### config.mk
export PLATFORM = sky130hd
export DESIGN_NAME = uvmt_cv32e40s_obi_latency_monitor
export DESIGN_NICKNAME = d
export VERILOG_FILES = /design/src/rtl/uvmt_cv32e40s_obi_lat_pkg.sv /design/src/rtl/uvmt_cv32e40s_obi_lat_channel.sv /design/src/rtl/uvmt_cv32e40s_obi_latency_monitor.sv
export SDC_FILE = /design/constraint.sdc
export NUM_CORES = 1
export LEC_CHECK = 0
export ABC_AREA = 0
export BUFFER_PORTS_ARGS = -buffer_cell sky130_fd_sc_hd__buf_4
export CAP_MARGIN = 40
export CORE_MARGIN = 2
export CORE_UTILIZATION = 45
export DETAILED_ROUTE_END_ITERATION = 10
export PLACE_DENSITY = 0.68
export SLEW_MARGIN = 40
export SYNTH_ARGS = -nofsm -noshare
export SYNTH_HDL_FRONTEND = slang
export SYNTH_HIERARCHICAL = 1
export SYNTH_SLANG_ARGS = --single-unit
### constraint.sdc
create_clock -name clk_i -period 3.8 [get_ports clk_i]
set_input_delay 0.76 -clock clk_i [delete_from_list [all_inputs] [get_ports clk_i]]
set_output_delay 0.76 -clock clk_i [all_outputs]
set_load 0.02 [all_outputs]
### src/rtl/uvmt_cv32e40s_obi_lat_pkg.sv
// uvmt_cv32e40s_obi_lat_pkg: shared types, channel indices and width helper for the OBI latency monitor.
package uvmt_cv32e40s_obi_lat_pkg;

    localparam int CH_INSTR = 0;
    localparam int CH_DATA  = 1;

    typedef struct packed {
        logic latency;
        logic overflow;
        logic underflow;
    } obi_lat_err_t;

    function automatic int lat_width(input int n);
        return $clog2(n + 1);
    endfunction

endpackage

### src/rtl/uvmt_cv32e40s_obi_lat_channel.sv
// uvmt_cv32e40s_obi_lat_channel: one OBI channel's in-order age queue, phase counters and sticky error flags.
module uvmt_cv32e40s_obi_lat_channel
    import uvmt_cv32e40s_obi_lat_pkg::*;
#(
    parameter int MAX_OUTSTANDING = 2,
    parameter int MAX_STALLS      = 8,
    parameter int CNT_W           = 32
) (
    input  logic                                  clk_i,
    input  logic                                  rst_i,
    input  logic                                  clr_i,
    input  logic                                  req_i,
    input  logic                                  gnt_i,
    input  logic                                  rvalid_i,
    output logic [CNT_W-1:0]                      aph_cnt_o,
    output logic [CNT_W-1:0]                      rph_cnt_o,
    output logic [lat_width(MAX_OUTSTANDING)-1:0] outstanding_o,
    output logic [lat_width(MAX_STALLS+1)-1:0]    head_age_o,
    output logic [lat_width(MAX_STALLS+1)-1:0]    max_stall_o,
    output obi_lat_err_t                          err_o
);

    localparam int OCC_W = lat_width(MAX_OUTSTANDING);
    localparam int AGE_W = lat_width(MAX_STALLS + 1);
    localparam logic [AGE_W-1:0] AGE_SAT = AGE_W'(MAX_STALLS + 1);
    localparam logic [AGE_W-1:0] AGE_LIM = AGE_W'(MAX_STALLS);

    logic [AGE_W-1:0] ages   [MAX_OUTSTANDING];
    logic [AGE_W-1:0] ages_n [MAX_OUTSTANDING];
    logic [AGE_W-1:0] ext    [MAX_OUTSTANDING+1];
    logic             acc, pop, push, empty, full;
    logic [OCC_W-1:0] keep;
    obi_lat_err_t     set;

    function automatic logic [AGE_W-1:0] sat_inc(input logic [AGE_W-1:0] a);
        return (a == AGE_SAT) ? a : a + 1'b1;
    endfunction

    // Slots at or beyond the post-pop occupancy are held at zero, so a push needs no explicit write.
    always_comb begin
        acc           = req_i && gnt_i;
        empty         = outstanding_o == '0;
        full          = outstanding_o == OCC_W'(MAX_OUTSTANDING);
        pop           = rvalid_i && !empty;
        push          = acc && (!full || pop);
        keep          = outstanding_o - OCC_W'(pop);
        set.latency   = !empty && !rvalid_i && ages[0] == AGE_LIM;
        set.overflow  = acc && full && !pop;
        set.underflow = rvalid_i && empty;
        for (int i = 0; i < MAX_OUTSTANDING; i++) ext[i] = ages[i];
        ext[MAX_OUTSTANDING] = '0;
        for (int i = 0; i < MAX_OUTSTANDING; i++) begin
            ages_n[i] = '0;
            if (OCC_W'(i) < keep) ages_n[i] = sat_inc(pop ? ext[i+1] : ext[i]);
        end
    end

    always_ff @(posedge clk_i) begin
        if (rst_i) begin
            aph_cnt_o     <= '0;
            rph_cnt_o     <= '0;
            outstanding_o <= '0;
            ages          <= '{default: '0};
            max_stall_o   <= '0;
            err_o         <= '0;
        end else begin
            aph_cnt_o     <= aph_cnt_o + CNT_W'(acc);
            rph_cnt_o     <= rph_cnt_o + CNT_W'(rvalid_i);
            outstanding_o <= keep + OCC_W'(push);
            ages          <= ages_n;
            max_stall_o   <= clr_i ? (pop ? ages[0] : '0)
                                   : ((pop && ages[0] > max_stall_o) ? ages[0] : max_stall_o);
            err_o         <= (clr_i ? '0 : err_o) | set;
        end
    end

    assign head_age_o = ages[0];

endmodule

### src/rtl/uvmt_cv32e40s_obi_latency_monitor.sv
// uvmt_cv32e40s_obi_latency_monitor: multi-channel OBI response-latency monitor with sticky error flags.
// Define UVMT_OBI_LAT_ASSERT_EN to add per-channel error assertions and head-age covers.
module uvmt_cv32e40s_obi_latency_monitor
    import uvmt_cv32e40s_obi_lat_pkg::*;
#(
    parameter int NUM_CH          = 2,
    parameter int MAX_OUTSTANDING = 2,
    parameter int MAX_STALLS      = 8,
    parameter int CNT_W           = 32
) (
    input  logic                                              clk_i,
    input  logic                                              rst_i,
    input  logic                                              clr_i,
    input  logic [NUM_CH-1:0]                                 req_i,
    input  logic [NUM_CH-1:0]                                 gnt_i,
    input  logic [NUM_CH-1:0]                                 rvalid_i,
    output logic [NUM_CH-1:0][CNT_W-1:0]                      aph_cnt_o,
    output logic [NUM_CH-1:0][CNT_W-1:0]                      rph_cnt_o,
    output logic [NUM_CH-1:0][lat_width(MAX_OUTSTANDING)-1:0] outstanding_o,
    output logic [NUM_CH-1:0][lat_width(MAX_STALLS+1)-1:0]    head_age_o,
    output logic [NUM_CH-1:0][lat_width(MAX_STALLS+1)-1:0]    max_stall_o,
    output logic [NUM_CH-1:0]                                 err_latency_o,
    output logic [NUM_CH-1:0]                                 err_overflow_o,
    output logic [NUM_CH-1:0]                                 err_underflow_o
);

    for (genvar g = 0; g < NUM_CH; g++) begin : g_ch
        obi_lat_err_t err;

        uvmt_cv32e40s_obi_lat_channel #(
            .MAX_OUTSTANDING(MAX_OUTSTANDING),
            .MAX_STALLS     (MAX_STALLS),
            .CNT_W          (CNT_W)
        ) u_ch (
            .clk_i        (clk_i),
            .rst_i        (rst_i),
            .clr_i        (clr_i),
            .req_i        (req_i[g]),
            .gnt_i        (gnt_i[g]),
            .rvalid_i     (rvalid_i[g]),
            .aph_cnt_o    (aph_cnt_o[g]),
            .rph_cnt_o    (rph_cnt_o[g]),
            .outstanding_o(outstanding_o[g]),
            .head_age_o   (head_age_o[g]),
            .max_stall_o  (max_stall_o[g]),
            .err_o        (err)
        );

        assign err_latency_o[g]   = err.latency;
        assign err_overflow_o[g]  = err.overflow;
        assign err_underflow_o[g] = err.underflow;

`ifdef UVMT_OBI_LAT_ASSERT_EN
        a_latency: assert property (@(posedge clk_i) disable iff (rst_i) !$rose(err_latency_o[g]))
            else $error("obi channel %0d: response latency bound exceeded", g);
        a_overflow: assert property (@(posedge clk_i) disable iff (rst_i) !$rose(err_overflow_o[g]))
            else $error("obi channel %0d: outstanding queue overflow", g);
        a_underflow: assert property (@(posedge clk_i) disable iff (rst_i) !$rose(err_underflow_o[g]))
            else $error("obi channel %0d: orphan response", g);
        c_head_age_lim: cover property (@(posedge clk_i) disable iff (rst_i)
            head_age_o[g] == lat_width(MAX_STALLS+1)'(MAX_STALLS));
`endif
    end

endmodule

# After elaboration in Yosys (flattened, before gate mapping)
# Cells that the tools add are included.
classes:
  addsub: 12
  order_cmp: 6
  n_eq_ne: 8
  muxes: 16
  n_bitwise: 6
  n_reduce_logical: 36
ops:
  columns: ["op", "count"]
  rows:
  - ["adder 32 x 1 -> 32 bit", 4]
  - ["two-way mux 4 bit", 14]
  - ["equality test 4 bit (second input constant)", 6]
  - ["logical AND 1 bit", 18]
  - ["adder 4 x 1 -> 4 bit (second input constant)", 4]
  - ["> comparator 4 bit", 2]
  - ["zero test 1 bit", 8]
  - ["less-than comparator 1 x 2 -> 1 bit (first input constant)", 4]
  - ["OR reduction 2 bit", 4]
  - ["two-way mux 3 bit", 2]
  - ["OR 3 bit", 2]
  - ["adder 2 x 1 -> 2 bit", 2]
  - ["equality test 2 bit (second input constant)", 2]
  - ["zero test 2 bit", 2]
  - ["inverter 1 bit", 4]
  - ["nonzero test 2 bit", 2]
  - ["subtractor 2 x 1 -> 2 bit", 2]
  - ["logical OR 1 bit", 2]
totals:
  register_bits: 162
  input_bits: 9

# Longest topological paths before layout
depth:
  depth_word: 7
  ltp_mapped: 8
  depth_no_buf: 8

# Hierarchy
# The synthesis kept the hierarchy.
by_module_without_submodules:
  columns: ["module", "instances", "cells_per_inst", "area_each_um2", "seq_area_each_um2"]
  rows:
  - ["uvmt_cv32e40s_obi_lat_channel", 2, 427, 3778.6, 1621.6]

# Worst setup path before layout
# OpenSTA, ideal clock, no wires.
synth_path:
  kind: "input-to-reg"
  startpoint: "in req_i[0]"
  endpoint: "reg g_ch[0].u_ch.aph_cnt_o[31]"
  setup_time_ps: 71
  arrival_time_ps: 2290
  required_time_ps: 3729
  slack_ps: 1439
  cell_stages: 7
  n_path_buf: 0
  path_cell_list: "and2_1 -> ha_1 -> nand3_2 -> nor4_4 -> nand3_2 -> or3_1 -> a21oi_1"
synth_via:
  elab_chain_len: 2
synth_lines:
  columns: ["item", "line_no", "source"]
  rows:
  - ["start, declared", "uvmt_cv32e40s_obi_latency_monitor.sv:14", "input logic [NUM_CH-1:0] req_i,"]
  - ["logical AND 1 bit", "uvmt_cv32e40s_obi_lat_channel.sv:41", "acc = req_i && gnt_i;"]
  - ["adder 32 x 1 -> 32 bit", "uvmt_cv32e40s_obi_lat_channel.sv:67", "aph_cnt_o <= aph_cnt_o + CNT_W'(acc);"]
  - ["end signal, assigned", "uvmt_cv32e40s_obi_lat_channel.sv:67", null]
  - ["end, declared", "uvmt_cv32e40s_obi_lat_channel.sv:15", "output logic [CNT_W-1:0] aph_cnt_o,"]
# Every way passes these cells.
# A chain may end at the register's enable or synchronous reset.

# Final worst setup path
layout_path:
  startpoint: "in req_i[1]"
  endpoint: "reg g_ch[1].u_ch.aph_cnt_o[31]"
layout_via:
  elab_chain_len: 2
layout_lines:
  columns: ["item", "line_no"]
  rows:
  - ["logical AND 1 bit", "uvmt_cv32e40s_obi_lat_channel.sv:41"]
  - ["adder 32 x 1 -> 32 bit", "uvmt_cv32e40s_obi_lat_channel.sv:67"]
  - ["end signal, assigned", "uvmt_cv32e40s_obi_lat_channel.sv:67"]
  - ["end, declared", "uvmt_cv32e40s_obi_lat_channel.sv:15"]
# Every way passes these cells.

==> results.cfg <==
[outcome]
status = finished, final reports clean

[logic_synthesis]
synth_top_family_by_area = simple AND/OR/NAND/NOR gates
synth_mux_area_share_pct = 1.09
synth_area_leader_cell = dfxtp_1
ys_types = 42
synth_top_area_share_pct = 42.9
synthXorXnorAreaFrac_pct = 13.9
yosys.area_share.adder_pct = 4.30
syn_avg_cell_area_um2 = 8.85
ys_seq_elements = 162
syn_inst = 854
ys_warn_count = 6
synth_area_leaders = dfxtp_1 43%, xor2_1 10%, nor2_1 7.1%
synth_compound_gate_area_share_pct = 5.83
yosys.area_share.simple_pct = 28.7
synth_area_um2 = 7560
synthesis.nets = 889
seq_area_frac_synth_pct = 42.9

[timing]
setup_viol_count_final = 0
fin_setup_tns_ns = 0
relSlewSlack_pct = 55.6
finClkSkew_ns = 0.00823
hold_violations = 0
period_needed_ns = 2.32
tightestPinTransition_ns = 0.666
max_freq_ghz = 0.432
rsz0062_at_grt = false
min_period_over_period_pct = 60.9
slew_viol_final = 0

[setup_path]
endpoint_kind = register
max_stage_delay_ns = 0.58
crit_chain = buf_4 > and2_1 > ha_1 > nand3_2 > nor4_4 > nand3_2 > or3_1 > a21oi_1
crit_top_cell = nand3_2
path_class = in -> reg
crit_arrival_ns = 2.67
cp_max_fo = 9
critPathBufInv = 1
reg2regPathDepth = 6
start_kind = input port
cpLargestDelayFamily = simple AND/OR/NAND/NOR gates
worstPathRequired_ns = 4.15
r2r_start = g_ch[0].u_ch/aph_cnt_o[0]
cpMaxStageDelayCell = nor4_4
r2r_slack_ns = 1.72
reg2reg_to = g_ch[0].u_ch/aph_cnt_o[31]

[route]
drc = 0
firstDrtPassIters = 5
wire_per_inst_um = 13.7
vias = 6344
drt_wl_total_um = 16900
final_antenna_net_count = 0
drt-vias-per-instance = 5.13
drt-initial-drc-count = 409

[global_routing]
grtUsageMet1_pct = 26.5
globalRouteMet3Util_pct = 4.87
grt-ovfl-total = 0
antenna_found_initial = 0
grt_pass1_vias = 5603
grt_use_total_pct = 18.7
grt_start_max_net_pins = 65
grt_most_used_layer = met2
grt_pass1_wl_um = 27600
met2_usage_pct = 28.2

[clock_tree]
clk_latency_ns = 0.42
cts_hold_buf = 0
clk_pin_slew_worst_paths_ns = 0.06
cts_tree = yes
cts-buffers-inserted = 17
clock_path_buffers = 2
cts-root-buf = clkbuf_16
cts-resized-gates = 0
cts_setup_buffers = 0
cts_sinks = 162
htreeDepth = 4

[placement]
dp.cells = 1205
gp_congestion = 0.775
dpl.hpwl_um = 11800
dpl_cell_area_um2 = 8920
io_buffers = 162

[layout]
area_growth_pct = 25.7
final_area_um2 = 9500
nets = 1039
diodes = 0
nFillCells = 1495
layout.cells.non_filler = 1237
layout-drive-gt1-share_pct = 21.4

[floorplan]
die-area_um2 = 17800
die_height_um = 134
coreArea_um2 = 16500
die_w_um = 134
initial_core_util_pct = 45.7
core.rowCount = 47
io_pins = 163

[worst_hold_path]
hold-path-cell-count = 2
min_to = g_ch[1].u_ch/ages[1]
hold_path.class = reg -> reg
hold_start = g_ch[1].u_ch/ages[1]

[pwr]
vdd_ir_drop_max_mv = 0.308
power_density_nw_per_um2 = 372
p_leak_nw = 3.91
power_mw = 3.54

[flow_run]
max_cap_violations = 0
==> per-stage QoR <==
stage | setup WS [ns] | hold slack, ns | utilization, %
floorplan | 1.44 | 0.448 | -
global placement | 1.09 | 0.475 | 54.0
detailed placement | 1.06 | 0.477 | 54.0
CTS | 1.49 | 0.486 | 57.5
global route | 1.32 | 0.510 | 57.5
finish | 1.48 | 0.483 | 57.5
==> cell usage after synthesis <==
cell type / count
dfxtp_1: 162
nor2_1: 142
xor2_1: 88
nand4_1: 48
nand2_1: 44
nand3_1: 42
o21ai_0: 32
xnor2_1: 32
a21oi_1: 28
ha_1: 26
inv_1: 22
and3_1: 18
nor2b_1: 18
clkbuf_1: 16
and2_1: 14
buf_1: 12
nor3_1: 12
nor3b_1: 10
or3_1: 10
and4_1: 8
buf_4: 8
o41ai_1: 8
mux2i_1: 6
nand3b_1: 6
nand3_2: 4
nand4b_1: 4
nor4_4: 4
a22oi_1: 2
and2_0: 2
mux2_2: 2
nand2b_1: 2
nand4_4: 2
nor3_2: 2
nor4_1: 2
nor4_2: 2
o211ai_1: 2
o21a_1: 2
o21ai_1: 2
o21bai_1: 2
or2_2: 2
or3_2: 2
or4b_2: 2
==> how the worst max path moves through the flow <==
stage	start	to	slack, ns	cells past startpoint
after floorplan	req_i[0]	g_ch[0].u_ch/aph_cnt_o[31]	1.44	7
after global placement	req_i[0]	g_ch[0].u_ch/aph_cnt_o[31]	1.09	8
after detailed placement	req_i[1]	g_ch[1].u_ch/aph_cnt_o[31]	1.06	8
after CTS	req_i[1]	g_ch[1].u_ch/aph_cnt_o[31]	1.49	8
after global routing	req_i[1]	g_ch[1].u_ch/aph_cnt_o[26]	1.32	9
final	req_i[1]	g_ch[1].u_ch/aph_cnt_o[31]	1.48	8
==> cell type report <==
type	count	area, um^2	share of cell area (%)
inverter	22	82.6	0.869
tap	220	275	2.90
sequential	162	3240	34.1
clock inverter	11	129	1.36
multi-input combinational	634	4070	42.8
clock buffer	21	450	4.74
timing repair buffer	167	1250	13.2
==> layout by cell type, fill, tap and decap left out, drive strengths merged, types with 18 or more instances in the layout <==
| master | instances |
|---|---|
| nor2 | 142 |
| buf | 167 |
| clkbuf | 21 |
| nand4 | 50 |
| o21ai | 34 |
| nand2 | 44 |
| nor2b | 18 |
| a21oi | 28 |
| inv | 25 |
| xor2 | 88 |
| xnor2 | 32 |
| and3 | 18 |
| ha | 26 |
| dfxtp | 162 |
| nand3 | 46 |
==> worst min-delay path, cell delays in order, from the launching register on <==
cell	delay, ns
dfxtp_1	0.33
nand2_1	0.06
a21oi_1	0.05
==> report_power, final <==
group | total (mW) | switching, mW | internal (mW)
registers | 1.72 | 0.0111 | 1.71
clock network | 1.70 | 0.708 | 0.991
logic | 0.116 | 0.0755 | 0.0401
total | 3.54 | 0.795 | 2.74
==> kinds of logic (layout without fill, tap and decap cells) <==
logic type / Yosys count / in the layout
DFF: 162 / 162
buffers and inverters: 58 / 221
xor gates and xnor gates: 120 / 120
AOI/OAI and AO/OA: 78 / 78
and+or+nand+nor: 402 / 402
adders and majority gates: 26 / 26
muxes: 8 / 8
==> metal layers <==
layer  part of all wire [%]  wire length [um]
met1                     49              8330
met2                     45              7570
met3                    4.7               789
met4                    1.4               234
met5                      0                 0
==> state kept, by name, indices dropped and copies added (netlist names) <==
name,cells
g_ch.u_ch/outstanding_o,4
g_ch.u_ch/aph_cnt_o,64
g_ch.u_ch/rph_cnt_o,64
g_ch.u_ch/ages,8
g_ch.u_ch/max_stall_o,8
g_ch.u_ch/head_age_o,8
g_ch.u_ch/err_o,6
Note: power is estimated with default switching activity, not from simulation.
